===== src/rtl/r5p_soc_ctl_pkg.sv =====
// Shared constants for the SoC controller: register byte offsets and the
// bit layout of the STATUS register.
package r5p_soc_ctl_pkg;

   localparam logic [7:0] CTL_DATA_BEGIN = 8'h00;
   localparam logic [7:0] CTL_DATA_END   = 8'h04;
   localparam logic [7:0] CTL_HALT       = 8'h08;
   localparam logic [7:0] CTL_CON_TX     = 8'h0C;
   localparam logic [7:0] CTL_STATUS     = 8'h10;
   localparam logic [7:0] CTL_CYCLE_LO   = 8'h14;
   localparam logic [7:0] CTL_CYCLE_HI   = 8'h18;

   localparam int STS_FULL      = 0;
   localparam int STS_EMPTY     = 1;
   localparam int STS_LEVEL_LSB = 8;
   localparam int STS_LEVEL_W   = 8;

endpackage


===== src/rtl/r5p_fifo.sv =====
// Synchronous FIFO with wrap-bit pointers; the level is the pointer
// difference, so it spans 0..FD inclusive.
module r5p_fifo #(
   parameter int DW = 8,
   parameter int FD = 16
) (
   input  logic                  clk,
   input  logic                  rst,
   input  logic                  push,
   input  logic [DW-1:0]         din,
   output logic                  full,
   input  logic                  pop,
   output logic [DW-1:0]         dout,
   output logic                  empty,
   output logic [$clog2(FD):0]   level
);

   localparam int AW = $clog2(FD);
   localparam int PW = AW + 1;

   logic [DW-1:0] mem [FD];
   logic [PW-1:0] wptr;
   logic [PW-1:0] rptr;

   always_ff @(posedge clk or negedge rst) begin
      if (!rst) begin
         wptr <= '0;
         rptr <= '0;
      end else begin
         if (push && !full)
            wptr <= wptr + PW'(1);
         if (pop && !empty)
            rptr <= rptr + PW'(1);
      end
   end

   // Storage is not reset: emptiness is defined purely by the pointers.
   always_ff @(posedge clk) begin
      if (push && !full)
         mem[wptr[AW-1:0]] <= din;
   end

   assign level = wptr - rptr;
   assign full  = (level == PW'(FD));
   assign empty = (wptr == rptr);
   assign dout  = mem[rptr[AW-1:0]];

endmodule


===== src/rtl/r5p_soc_ctl.sv =====
// Simulation/SoC controller slave: signature bounds, sticky halt, buffered
// console TX with backpressure and a 64-bit cycle counter with coherent reads.
module r5p_soc_ctl
   import r5p_soc_ctl_pkg::*;
#(
   parameter int AW = 5,
   parameter int DW = 32,
   parameter int SW = DW/8,
   parameter int FD = 16
) (
   input  logic          clk,
   input  logic          rst,
   input  logic          req,
   input  logic          wen,
   input  logic [AW-1:0] adr,
   input  logic [SW-1:0] sel,
   input  logic [DW-1:0] wdt,
   output logic [DW-1:0] rdt,
   output logic          ack,
   output logic [DW-1:0] data_begin,
   output logic [DW-1:0] data_end,
   output logic          halt,
   output logic          con_vld,
   output logic [7:0]    con_dat,
   input  logic          con_rdy
);

   localparam int LW = $clog2(FD) + 1;

   logic [7:0]    off;
   logic          unused_adr;
   logic          wr;
   logic          rd;
   logic          push;
   logic          pop;
   logic          fifo_full;
   logic          fifo_empty;
   logic [LW-1:0] fifo_level;
   logic [63:0]   cnt;
   logic [31:0]   cnt_hi;
   logic [DW-1:0] rd_val;

   assign off        = 8'({adr[AW-1:2], 2'b00});
   assign unused_adr = ^adr[1:0];

   // Only a console write into a full FIFO stalls; the full flag is
   // registered, so a pop in the stalled cycle frees the slot one cycle later.
   assign ack  = !(req && wen && (off == CTL_CON_TX) && fifo_full);
   assign wr   = req && ack && wen;
   assign rd   = req && ack && !wen;
   assign push = wr && (off == CTL_CON_TX) && sel[0];
   assign pop  = con_vld && con_rdy;

   r5p_fifo #(.DW(8), .FD(FD)) u_fifo (
      .clk   (clk),
      .rst   (rst),
      .push  (push),
      .din   (wdt[7:0]),
      .full  (fifo_full),
      .pop   (pop),
      .dout  (con_dat),
      .empty (fifo_empty),
      .level (fifo_level)
   );

   assign con_vld = !fifo_empty;

   always_ff @(posedge clk or negedge rst) begin
      if (!rst) begin
         data_begin <= '0;
         data_end   <= '0;
         halt       <= 1'b0;
      end else if (wr) begin
         case (off)
            CTL_DATA_BEGIN:
               for (int i = 0; i < SW; i++)
                  if (sel[i]) data_begin[8*i +: 8] <= wdt[8*i +: 8];
            CTL_DATA_END:
               for (int i = 0; i < SW; i++)
                  if (sel[i]) data_end[8*i +: 8] <= wdt[8*i +: 8];
            CTL_HALT:
               if (sel[0] && wdt[0]) halt <= 1'b1;
            default: ;
         endcase
      end
   end

   // Reading the low word snapshots the high word so a later CYCLE_HI read
   // pairs with it even if a carry ripples in between.
   always_ff @(posedge clk or negedge rst) begin
      if (!rst) begin
         cnt    <= '0;
         cnt_hi <= '0;
      end else begin
         cnt <= cnt + 64'd1;
         if (rd && (off == CTL_CYCLE_LO))
            cnt_hi <= cnt[63:32];
      end
   end

   always_comb begin
      rd_val = '0;
      case (off)
         CTL_DATA_BEGIN: rd_val = data_begin;
         CTL_DATA_END:   rd_val = data_end;
         CTL_HALT:       rd_val[0] = halt;
         CTL_STATUS: begin
            rd_val[STS_FULL]  = fifo_full;
            rd_val[STS_EMPTY] = fifo_empty;
            rd_val[STS_LEVEL_LSB +: STS_LEVEL_W] = STS_LEVEL_W'(fifo_level);
         end
         CTL_CYCLE_LO:   rd_val = cnt[31:0];
         CTL_CYCLE_HI:   rd_val = cnt_hi;
         default:        rd_val = '0;
      endcase
   end

   always_ff @(posedge clk or negedge rst) begin
      if (!rst)
         rdt <= '0;
      else if (rd)
         rdt <= rd_val;
   end

endmodule


===== config.mk =====
export PLATFORM = sky130hd
export DESIGN_NAME = r5p_soc_ctl
export DESIGN_NICKNAME = d
export VERILOG_FILES = /design/src/rtl/r5p_soc_ctl_pkg.sv /design/src/rtl/r5p_fifo.sv /design/src/rtl/r5p_soc_ctl.sv
export SDC_FILE = /design/constraint.sdc
export NUM_CORES = 1
export LEC_CHECK = 0
export CAP_MARGIN = 0
export CELL_PAD_IN_SITES_DETAIL_PLACEMENT = 0
export CELL_PAD_IN_SITES_GLOBAL_PLACEMENT = 1
export CORE_MARGIN = 2
export CORE_UTILIZATION = 45
export DETAILED_ROUTE_END_ITERATION = 10
export DONT_BUFFER_PORTS = 1
export PLACE_DENSITY = 0.76
export SLEW_MARGIN = 20
export SYNTH_ARGS = -nofsm -noshare
export SYNTH_HDL_FRONTEND = slang
export SYNTH_HIERARCHICAL = 1
export SYNTH_SLANG_ARGS = --single-unit

===== constraint.sdc =====
create_clock -name clk -period 5.2 [get_ports clk]
set_clock_uncertainty 0.05 [all_clocks]
set_input_delay 1.56 -clock clk [delete_from_list [all_inputs] [get_ports clk]]
set_output_delay 1.56 -clock clk [all_outputs]
set_load 0.05 [all_outputs]

==> results of run 1 <==
per-layer routing:
| metal | up-vias | track usage |
|---|---|---|
| met1 | 4419 | 0.302 |
| li1 | 3916 | - |
| met2 | 286 | 0.336 |
| met3 | 36 | 0.0564 |
| met4 | 0 | 0.0467 |
| met5 | - | 0 |
worst register-to-register path, delay by kind of cell (launching register included):
kind            cells  cell delay (ns)
compound gates      2             0.60
xor+xnor            1             0.33
fa+ha+maj           1             0.42
buf+inv             1             0.31
flops               1             0.67
simple gates        4             1.51
worst max path at each step:
stage | from | endpoint | slack [ns]
2_1_floorplan | adr[3] | ack | 0.72
3_5_place_dp | u_fifo/rptr[3] | u_fifo/mem[9][4] | 0.98
4_1_cts | u_fifo/rptr[3] | ack | 0.42
5_1_grt | u_fifo/rptr[1] | ack | 0.28
3_3_place_gp | u_fifo/rptr[3] | u_fifo/mem[9][5] | 1.01
6_report | u_fifo/rptr[3] | ack | 0.42
power by group:
| group | internal (W) | switching (W) |
|---|---|---|
| Combinational | 0.000603 | 0.000867 |
| Clock | 0.00163 | 0.00103 |
| Sequential | 0.00285 | 0.000624 |
placed cells by master, fill, tap and decap left out, types with 16 or more instances in the layout:
| cell type | synthesis | final |
|---|---|---|
| sky130_fd_sc_hd__a22o_1 | 18 | 18 |
| sky130_fd_sc_hd__a22oi_1 | 26 | 26 |
| sky130_fd_sc_hd__buf_4 | 2 | 20 |
| sky130_fd_sc_hd__clkbuf_16 | 0 | 36 |
| sky130_fd_sc_hd__dfrtp_1 | 203 | 202 |
| sky130_fd_sc_hd__edfxtp_1 | 128 | 128 |
| sky130_fd_sc_hd__inv_1 | 16 | 16 |
| sky130_fd_sc_hd__mux2_2 | 121 | 121 |
| sky130_fd_sc_hd__mux4_2 | 34 | 34 |
| sky130_fd_sc_hd__nand2_1 | 95 | 95 |
| sky130_fd_sc_hd__nand3_1 | 26 | 26 |
| sky130_fd_sc_hd__nand4_1 | 31 | 31 |
| sky130_fd_sc_hd__nor2_1 | 58 | 56 |
| sky130_fd_sc_hd__nor3_1 | 20 | 20 |
| sky130_fd_sc_hd__o21ai_0 | 28 | 28 |
| sky130_fd_sc_hd__xnor2_1 | 44 | 44 |
| sky130_fd_sc_hd__xor2_1 | 29 | 29 |
per-stage QoR:
stage	cell area [um^2]	hold slack, ns	utilization	power, W	instances
after floorplan	14400	0.388	-	0.00460	1041
after global placement	14900	0.406	0.473	0.00498	1421
after detailed placement	14900	0.413	0.473	0.00500	1421
after CTS	16200	0.423	0.513	0.00767	1487
after global routing	16200	0.445	0.513	0.00792	1487
final	16200	0.422	0.513	0.00761	1487
registers in the layout, summed over array words and instances, names as in the netlist:
signal and cells:
data_end 32, cnt 64, u_fifo/wptr 5, halt 1, cnt_hi 32, u_fifo/rptr 5, rdt 32, data_begin 32
u_fifo/mem 128
area by class of cell:
class                           instances  area (um^2)
Inverter                               20         75.1
Tap cell                              402          503
Fill cell                            2704        15400
Sequential cell                       331         8920
Multi-Input combinational cell        648         5270
Clock buffer                           51         1020
Timing Repair Buffer                   20          150
Clock inverter                         15          234
kinds of logic (layout without fill, tap and decap cells):
kind of cell               Yosys count  in the layout  synth area share
adders and majority gates           11             11            0.0101
xor gates and xnor gates            75             75            0.0465
DFF                                331            331             0.618
and+or+nand+nor                    281            281            0.0990
AOI/OAI and AO/OA                  114            114            0.0531
buffers and inverters               62            106            0.0173
muxes                              167            167             0.156
==> flow_results.xml, run 1 <==
<?xml version="1.0" encoding="UTF-8"?>
<metrics>
  <group name="synthesis">
    <metric name="synth_async_sr_flop_share" unit="">0.613</metric>
    <metric name="synth_top_cells_by_area" unit="">sky130_fd_sc_hd__dfrtp_1 35%, sky130_fd_sc_hd__edfxtp_1 27%, sky130_fd_sc_hd__mux2_2 9.4%</metric>
    <metric name="ys_seq_elements" unit="">331</metric>
    <metric name="ys_top_cells_by_count" unit="">203 x sky130_fd_sc_hd__dfrtp_1, 128 x sky130_fd_sc_hd__edfxtp_1, 121 x sky130_fd_sc_hd__mux2_2</metric>
    <metric name="ys_seq_area_frac" unit="">0.618</metric>
    <metric name="synth_top_cell_by_area" unit="">sky130_fd_sc_hd__dfrtp_1</metric>
    <metric name="synth.net_count" unit="">1098</metric>
    <metric name="synth.yosys.warnings" unit="">6</metric>
    <metric name="most_common_cell_in_the_netlist" unit="">sky130_fd_sc_hd__dfrtp_1</metric>
    <metric name="synth_top_flop_cell" unit="">sky130_fd_sc_hd__dfrtp_1</metric>
    <metric name="synthDistinctLibCells" unit="">51</metric>
    <metric name="synth_area_per_cell" unit="um^2">13.9</metric>
    <metric name="synth_edf_count" unit="">128</metric>
    <metric name="post_synth_inst_count" unit="">1041</metric>
    <metric name="synth_cell_area" unit="um^2">14400</metric>
    <metric name="synth.top_cell.area_share" unit="">0.352</metric>
  </group>
  <group name="worst_setup_path">
    <metric name="slowest_cell_on_the_critical_path" unit="">sky130_fd_sc_hd__dfrtp_1</metric>
    <metric name="critPathTopFamily" unit="">flip-flops</metric>
    <metric name="critPathArrivalTime" unit="ns">3.17</metric>
    <metric name="crit_cells" unit="">7</metric>
    <metric name="worst_setup_path_start_kind" unit="">flop</metric>
    <metric name="critical_path_required" unit="ns">3.59</metric>
    <metric name="rr_worst_depth" unit="">9</metric>
    <metric name="critPathMaxFanout" unit="">11</metric>
    <metric name="r2r_setup_slack" unit="ns">0.93</metric>
    <metric name="timing.critical_path.slowest_cell_delay" unit="ns">0.67</metric>
    <metric name="timing_worst_setup_path_type" unit="">flop to output pin</metric>
    <metric name="critical_path.reg2reg.startpoint" unit="">u_fifo/rptr[3]</metric>
    <metric name="kind_of_capture_point_of_the_worst_setup_path" unit="">output pin</metric>
    <metric name="critical_register_to_register_path_endpoint" unit="">u_fifo/mem[8][5]</metric>
    <metric name="worstPathBufferInverterCount" unit="">3</metric>
    <metric name="crit_chain" unit="">inv_1 -&gt; ha_1 -&gt; xor2_1 -&gt; inv_2 -&gt; nor3_1 -&gt; nand4_1 -&gt; buf_4</metric>
  </group>
  <group name="min_path">
    <metric name="holdCritStartpoint" unit="">cnt[63]</metric>
    <metric name="worstHoldPathCells" unit="">1</metric>
    <metric name="worstHoldPathType" unit="">flop to flop</metric>
    <metric name="worstHoldEndpoint" unit="">cnt[63]</metric>
  </group>
  <group name="place">
    <metric name="io_buffer_count" unit="">0</metric>
    <metric name="routabilityCongestion" unit="">0.832</metric>
    <metric name="hpwlAfterDp" unit="mm">24.3</metric>
    <metric name="pre_cts_ws" unit="ns">0.976</metric>
  </group>
  <group name="die">
    <metric name="top_level_ports" unit="">153</metric>
    <metric name="floorplan.rows" unit="">65</metric>
    <metric name="core_region_area" unit="um^2">31600</metric>
    <metric name="die_area" unit="um^2">33500</metric>
    <metric name="die_height" unit="um">183</metric>
    <metric name="initial_utilization" unit="">0.457</metric>
    <metric name="floorplan.die.width" unit="um">183</metric>
  </group>
  <group name="grt">
    <metric name="largest_net_degree_at_the_start_of_global_routing" unit="">204</metric>
    <metric name="vias_in_the_first_global_route" unit="">8831</metric>
    <metric name="grt_util_all_layers" unit="">0.214</metric>
    <metric name="grt_first_pass_wirelength" unit="mm">54.2</metric>
    <metric name="grt_overflow" unit="">0</metric>
    <metric name="antenna_found_initial" unit="">0</metric>
  </group>
  <group name="layout">
    <metric name="antenna_cells_inserted" unit="">0</metric>
    <metric name="proportion_of_layout_cells_with_a_drive_suffix_above_1" unit="">0.234</metric>
    <metric name="nNetsFinal" unit="">1114</metric>
    <metric name="layout-area-overhead-vs-synth" unit="%">12.0</metric>
  </group>
  <group name="drt">
    <metric name="routed-wl-met3" unit="mm">2.75</metric>
    <metric name="detailedRoute.firstPassIterationCount" unit="">5</metric>
    <metric name="drt_iter0_markers" unit="">693</metric>
    <metric name="route.vias.total" unit="">8657</metric>
    <metric name="met2_length" unit="mm">16.3</metric>
    <metric name="drt_wl_total" unit="mm">35.4</metric>
    <metric name="maxUsedRoutingLayer" unit="">met4</metric>
    <metric name="wl_met1" unit="mm">15.7</metric>
    <metric name="detail-route-antenna-nets" unit="">0</metric>
    <metric name="post_drt_wl_per_cell" unit="um">23.8</metric>
    <metric name="viasPerCell" unit="">5.82</metric>
    <metric name="drcViolationCount" unit="">0</metric>
  </group>
  <group name="clock_tree">
    <metric name="ctsLongestPathBuffers" unit="">3</metric>
    <metric name="clk-insertion-delay-late" unit="ns">0.52</metric>
    <metric name="clock_tree_from_tritoncts" unit="">yes</metric>
    <metric name="post_cts_resized" unit="">0</metric>
    <metric name="cts.htree.levels" unit="">2</metric>
    <metric name="cts_hold_buf" unit="">0</metric>
    <metric name="postCtsSetupRepairBufs" unit="">0</metric>
    <metric name="tritoncts.num_buffers" unit="">36</metric>
    <metric name="clkSinkCount" unit="">331</metric>
    <metric name="clock-root-buffer" unit="">sky130_fd_sc_hd__clkbuf_16</metric>
    <metric name="worst_setup_hold_path_clk_slew" unit="ns">0.06</metric>
  </group>
  <group name="status">
    <metric name="outcome" unit="">completed</metric>
  </group>
  <group name="sta">
    <metric name="setup_tns" unit="ns">0</metric>
    <metric name="fin_ws" unit="ns">0.423</metric>
    <metric name="fmaxAchievable" unit="MHz">209</metric>
    <metric name="post-route-min-period" unit="ns">4.78</metric>
    <metric name="finalHoldViolations" unit="">0</metric>
    <metric name="slew_headroom" unit="">0.304</metric>
    <metric name="tightest_slew" unit="ns">1.04</metric>
    <metric name="report.final.slew_viol_count" unit="">0</metric>
    <metric name="setup-violations-final" unit="">0</metric>
    <metric name="finalCritPeriodShare" unit="">0.919</metric>
    <metric name="rsz0062_at_grt" unit="">false</metric>
  </group>
  <group name="flow_run">
    <metric name="max_cap_viol_count" unit="">0</metric>
  </group>
  <group name="power_and_ir_drop">
    <metric name="power_leakage" unit="nW">6.58</metric>
    <metric name="peakVddDrop" unit="mV">0.330</metric>
    <metric name="power_density" unit="nW/um^2">470</metric>
  </group>
</metrics>
Note: power is estimated with default switching activity, not from simulation.
==> run 2, diff against run 1 <==
--- a/config.mk
+++ b/config.mk
@@ -13,6 +13,7 @@
 export DETAILED_ROUTE_END_ITERATION = 10
 export DONT_BUFFER_PORTS = 1
 export PLACE_DENSITY = 0.76
+export SKIP_LAST_GASP = 1
 export SLEW_MARGIN = 20
 export SYNTH_ARGS = -nofsm -noshare
 export SYNTH_HDL_FRONTEND = slang
==> results of run 2 <==
Same layout as run 1: the final DEF is identical, and so are final timing and power.
==> run 3, diff against run 2 <==
--- a/config.mk
+++ b/config.mk
@@ -12,7 +12,7 @@
 export CORE_UTILIZATION = 45
 export DETAILED_ROUTE_END_ITERATION = 10
 export DONT_BUFFER_PORTS = 1
-export PLACE_DENSITY = 0.76
+export PLACE_DENSITY = 0.78
 export SKIP_LAST_GASP = 1
 export SLEW_MARGIN = 20
 export SYNTH_ARGS = -nofsm -noshare
==> constraint.sdc (replaced) <==
create_clock -name clk -period 4.17 [get_ports clk]
set_clock_uncertainty 0.05 [all_clocks]
set_input_delay 1.251 -clock clk [delete_from_list [all_inputs] [get_ports clk]]
set_output_delay 1.251 -clock clk [all_outputs]
set_load 0.05 [all_outputs]
==> flow_results.xml, run 3 (same netlist as run 1, synthesis figures left out) <==
<?xml version="1.0" encoding="UTF-8"?>
<metrics>
  <group name="worst_setup_path">
    <metric name="critical_path.reg2reg.startpoint" unit="">u_fifo/wptr[0]</metric>
    <metric name="kind_of_capture_point_of_the_worst_setup_path" unit="">output pin</metric>
    <metric name="timing_worst_setup_path_type" unit="">flop to output pin</metric>
    <metric name="critical_path_required" unit="ns">2.87</metric>
    <metric name="critPathArrivalTime" unit="ns">2.68</metric>
    <metric name="worst_setup_path_start_kind" unit="">flop</metric>
    <metric name="rr_worst_depth" unit="">12</metric>
    <metric name="r2r_setup_slack" unit="ns">0.66</metric>
    <metric name="critPathMaxFanout" unit="">6</metric>
    <metric name="critical_register_to_register_path_endpoint" unit="">u_fifo/mem[3][4]</metric>
  </group>
  <group name="drt">
    <metric name="route.vias.total" unit="">8701</metric>
    <metric name="drt_wl_total" unit="mm">34.6</metric>
    <metric name="post_drt_wl_per_cell" unit="um">22.9</metric>
    <metric name="detailedRoute.firstPassIterationCount" unit="">5</metric>
    <metric name="detail-route-antenna-nets" unit="">0</metric>
    <metric name="drcViolationCount" unit="">0</metric>
    <metric name="drt_iter0_markers" unit="">584</metric>
    <metric name="viasPerCell" unit="">5.77</metric>
  </group>
  <group name="die">
    <metric name="core_region_area" unit="um^2">31600</metric>
    <metric name="die_height" unit="um">183</metric>
    <metric name="floorplan.die.width" unit="um">183</metric>
    <metric name="die_area" unit="um^2">33500</metric>
    <metric name="floorplan.rows" unit="">65</metric>
    <metric name="initial_utilization" unit="">0.457</metric>
    <metric name="top_level_ports" unit="">153</metric>
  </group>
  <group name="layout">
    <metric name="mostFrequentLayoutCell" unit="">sky130_fd_sc_hd__dfrtp_1</metric>
    <metric name="nNetsFinal" unit="">1134</metric>
    <metric name="fillCellCount" unit="">2703</metric>
    <metric name="finish.utilization" unit="">0.516</metric>
    <metric name="final_instance_count_without_filler_cells" unit="">1507</metric>
    <metric name="layout-area-overhead-vs-synth" unit="%">12.9</metric>
    <metric name="antenna_cells_inserted" unit="">0</metric>
    <metric name="number_of_flip_flops_in_the_largest_register" unit="">128</metric>
    <metric name="most-common-layout-cells" unit="">201 x sky130_fd_sc_hd__dfrtp_1, 128 x sky130_fd_sc_hd__edfxtp_1, 121 x sky130_fd_sc_hd__mux2_2, 95 x sky130_fd_sc_hd__nand2_1, 56 x sky130_fd_sc_hd__nor2_1</metric>
    <metric name="multiInputGateArea" unit="um^2">5290</metric>
    <metric name="fin_area" unit="um^2">16300</metric>
    <metric name="proportion_of_layout_cells_with_a_drive_suffix_above_1" unit="">0.247</metric>
    <metric name="seqCellArea" unit="um^2">8930</metric>
  </group>
  <group name="clock_tree">
    <metric name="worst_setup_hold_path_clk_slew" unit="ns">0.06</metric>
    <metric name="clkSinkCount" unit="">331</metric>
    <metric name="cts.htree.levels" unit="">2</metric>
    <metric name="clk-insertion-delay-late" unit="ns">0.53</metric>
    <metric name="tritoncts.num_buffers" unit="">36</metric>
    <metric name="clock-root-buffer" unit="">sky130_fd_sc_hd__clkbuf_16</metric>
    <metric name="clock_tree_from_tritoncts" unit="">yes</metric>
    <metric name="ctsLongestPathBuffers" unit="">3</metric>
  </group>
  <group name="power_and_ir_drop">
    <metric name="peakVddDrop" unit="mV">0.369</metric>
    <metric name="power_density" unit="nW/um^2">578</metric>
    <metric name="power_leakage" unit="nW">6.65</metric>
  </group>
  <group name="sta">
    <metric name="finalHoldWorstSlack" unit="ns">0.389</metric>
    <metric name="fin_ws" unit="ns">0.184</metric>
    <metric name="post-route-min-period" unit="ns">3.99</metric>
    <metric name="finalCritPeriodShare" unit="">0.956</metric>
    <metric name="fmaxAchievable" unit="MHz">251</metric>
    <metric name="slew_headroom" unit="">0.369</metric>
    <metric name="finalHoldViolations" unit="">0</metric>
    <metric name="setup-violations-final" unit="">0</metric>
    <metric name="tightest_slew" unit="ns">0.939</metric>
    <metric name="report.final.slew_viol_count" unit="">0</metric>
  </group>
  <group name="status">
    <metric name="outcome" unit="">completed</metric>
  </group>
  <group name="grt">
    <metric name="largest_net_degree_at_the_start_of_global_routing" unit="">204</metric>
    <metric name="grt_overflow" unit="">0</metric>
    <metric name="vias_in_the_first_global_route" unit="">9018</metric>
    <metric name="grt_util_all_layers" unit="">0.211</metric>
    <metric name="grt_first_pass_wirelength" unit="mm">54.0</metric>
    <metric name="antenna_found_initial" unit="">1</metric>
  </group>
  <group name="flow_run">
    <metric name="max_cap_viol_count" unit="">0</metric>
  </group>
  <group name="place">
    <metric name="postPlaceCellArea" unit="um^2">15100</metric>
    <metric name="routabilityCongestion" unit="">0.841</metric>
    <metric name="io_buffer_count" unit="">0</metric>
    <metric name="post-place-cells" unit="">1439</metric>
    <metric name="pre_cts_ws" unit="ns">0.414</metric>
    <metric name="hpwlAfterDp" unit="mm">24.2</metric>
  </group>
  <group name="min_path">
    <metric name="worstHoldPathType" unit="">input pin to asynchronous set/reset pin</metric>
  </group>
</metrics>
-- run 3: changes by cell type in the layout (fill, tap and decap cells not counted), moves of 2 or more --
cell / previous run / this run
sky130_fd_sc_hd__bufinv_16: 5 / 3
sky130_fd_sc_hd__clkinv_1: 4 / 12
sky130_fd_sc_hd__buf_4: 20 / 40
sky130_fd_sc_hd__clkbuf_1: 9 / 7
sky130_fd_sc_hd__inv_6: 2 / 0
sky130_fd_sc_hd__clkinv_2: 4 / 2
sky130_fd_sc_hd__clkbuf_8: 6 / 3
-- run 3: what timing repair did --
item,CTS,global route
pin swaps,0,1
hold buffers,0,0
setup endpoints to repair,1,1
setup buffers,0,2
gates resized for setup,2,4
-- run 3: routing by layer --
| metal | global-route usage | share of wire | routed length [um] | vias to the layer above |
|---|---|---|---|---|
| met5 | 0 | 0 | 0 | - |
| met4 | 0.0515 | 0.021 | 723 | 0 |
| met3 | 0.0629 | 0.082 | 2830 | 48 |
| met2 | 0.333 | 0.46 | 16000 | 272 |
| met1 | 0.289 | 0.44 | 15100 | 4438 |
| li1 | - | - | - | 3943 |
-- run 3: power by group --
part / total, W / internal [W] / switching, W
combinational: 0.00194 / 0.000824 / 0.00111
clock: 0.00316 / 0.00188 / 0.00128
sequential: 0.00431 / 0.00356 / 0.000753
total: 0.00942 / 0.00627 / 0.00315
-- run 3: final cells by class --
type                       instances  area share
multi-input combinational        648       0.325
timing repair buffer              40      0.0184
clock inverter                    19      0.0124
sequential                       331       0.548
inverter                          20     0.00469
tap                              402      0.0309
clock buffer                      47      0.0610
-- run 3: worst max path at each step --
stage                               from   to  slack [ns]
after global placement    u_fifo/rptr[1]  ack        0.46
after global routing      u_fifo/rptr[1]  ack       -0.04
after floorplan           u_fifo/rptr[2]  ack        0.03
final                     u_fifo/wptr[0]  ack        0.18
after detailed placement  u_fifo/rptr[1]  ack        0.41
after CTS                 u_fifo/wptr[0]  ack        0.08
-- run 3: worst max-delay path, cell delays in order, from the launching register on --
cell and delay (ns):
sky130_fd_sc_hd__dfrtp_2 0.41, sky130_fd_sc_hd__inv_1 0.10, sky130_fd_sc_hd__ha_1 0.22, sky130_fd_sc_hd__fa_1 0.39, sky130_fd_sc_hd__xor2_1 0.29, sky130_fd_sc_hd__nand3_2 0.19
sky130_fd_sc_hd__nor3_2 0.22, sky130_fd_sc_hd__nand4_1 0.13, sky130_fd_sc_hd__buf_4 0.21
-- run 3: stage by stage --
step,power [W],setup TNS [ns]
5_1_grt,0.00979,-0.0375
3_5_place_dp,0.00626,0
4_1_cts,0.00943,0
3_3_place_gp,0.00624,0
2_1_floorplan,0.00574,0
6_report,0.00942,0
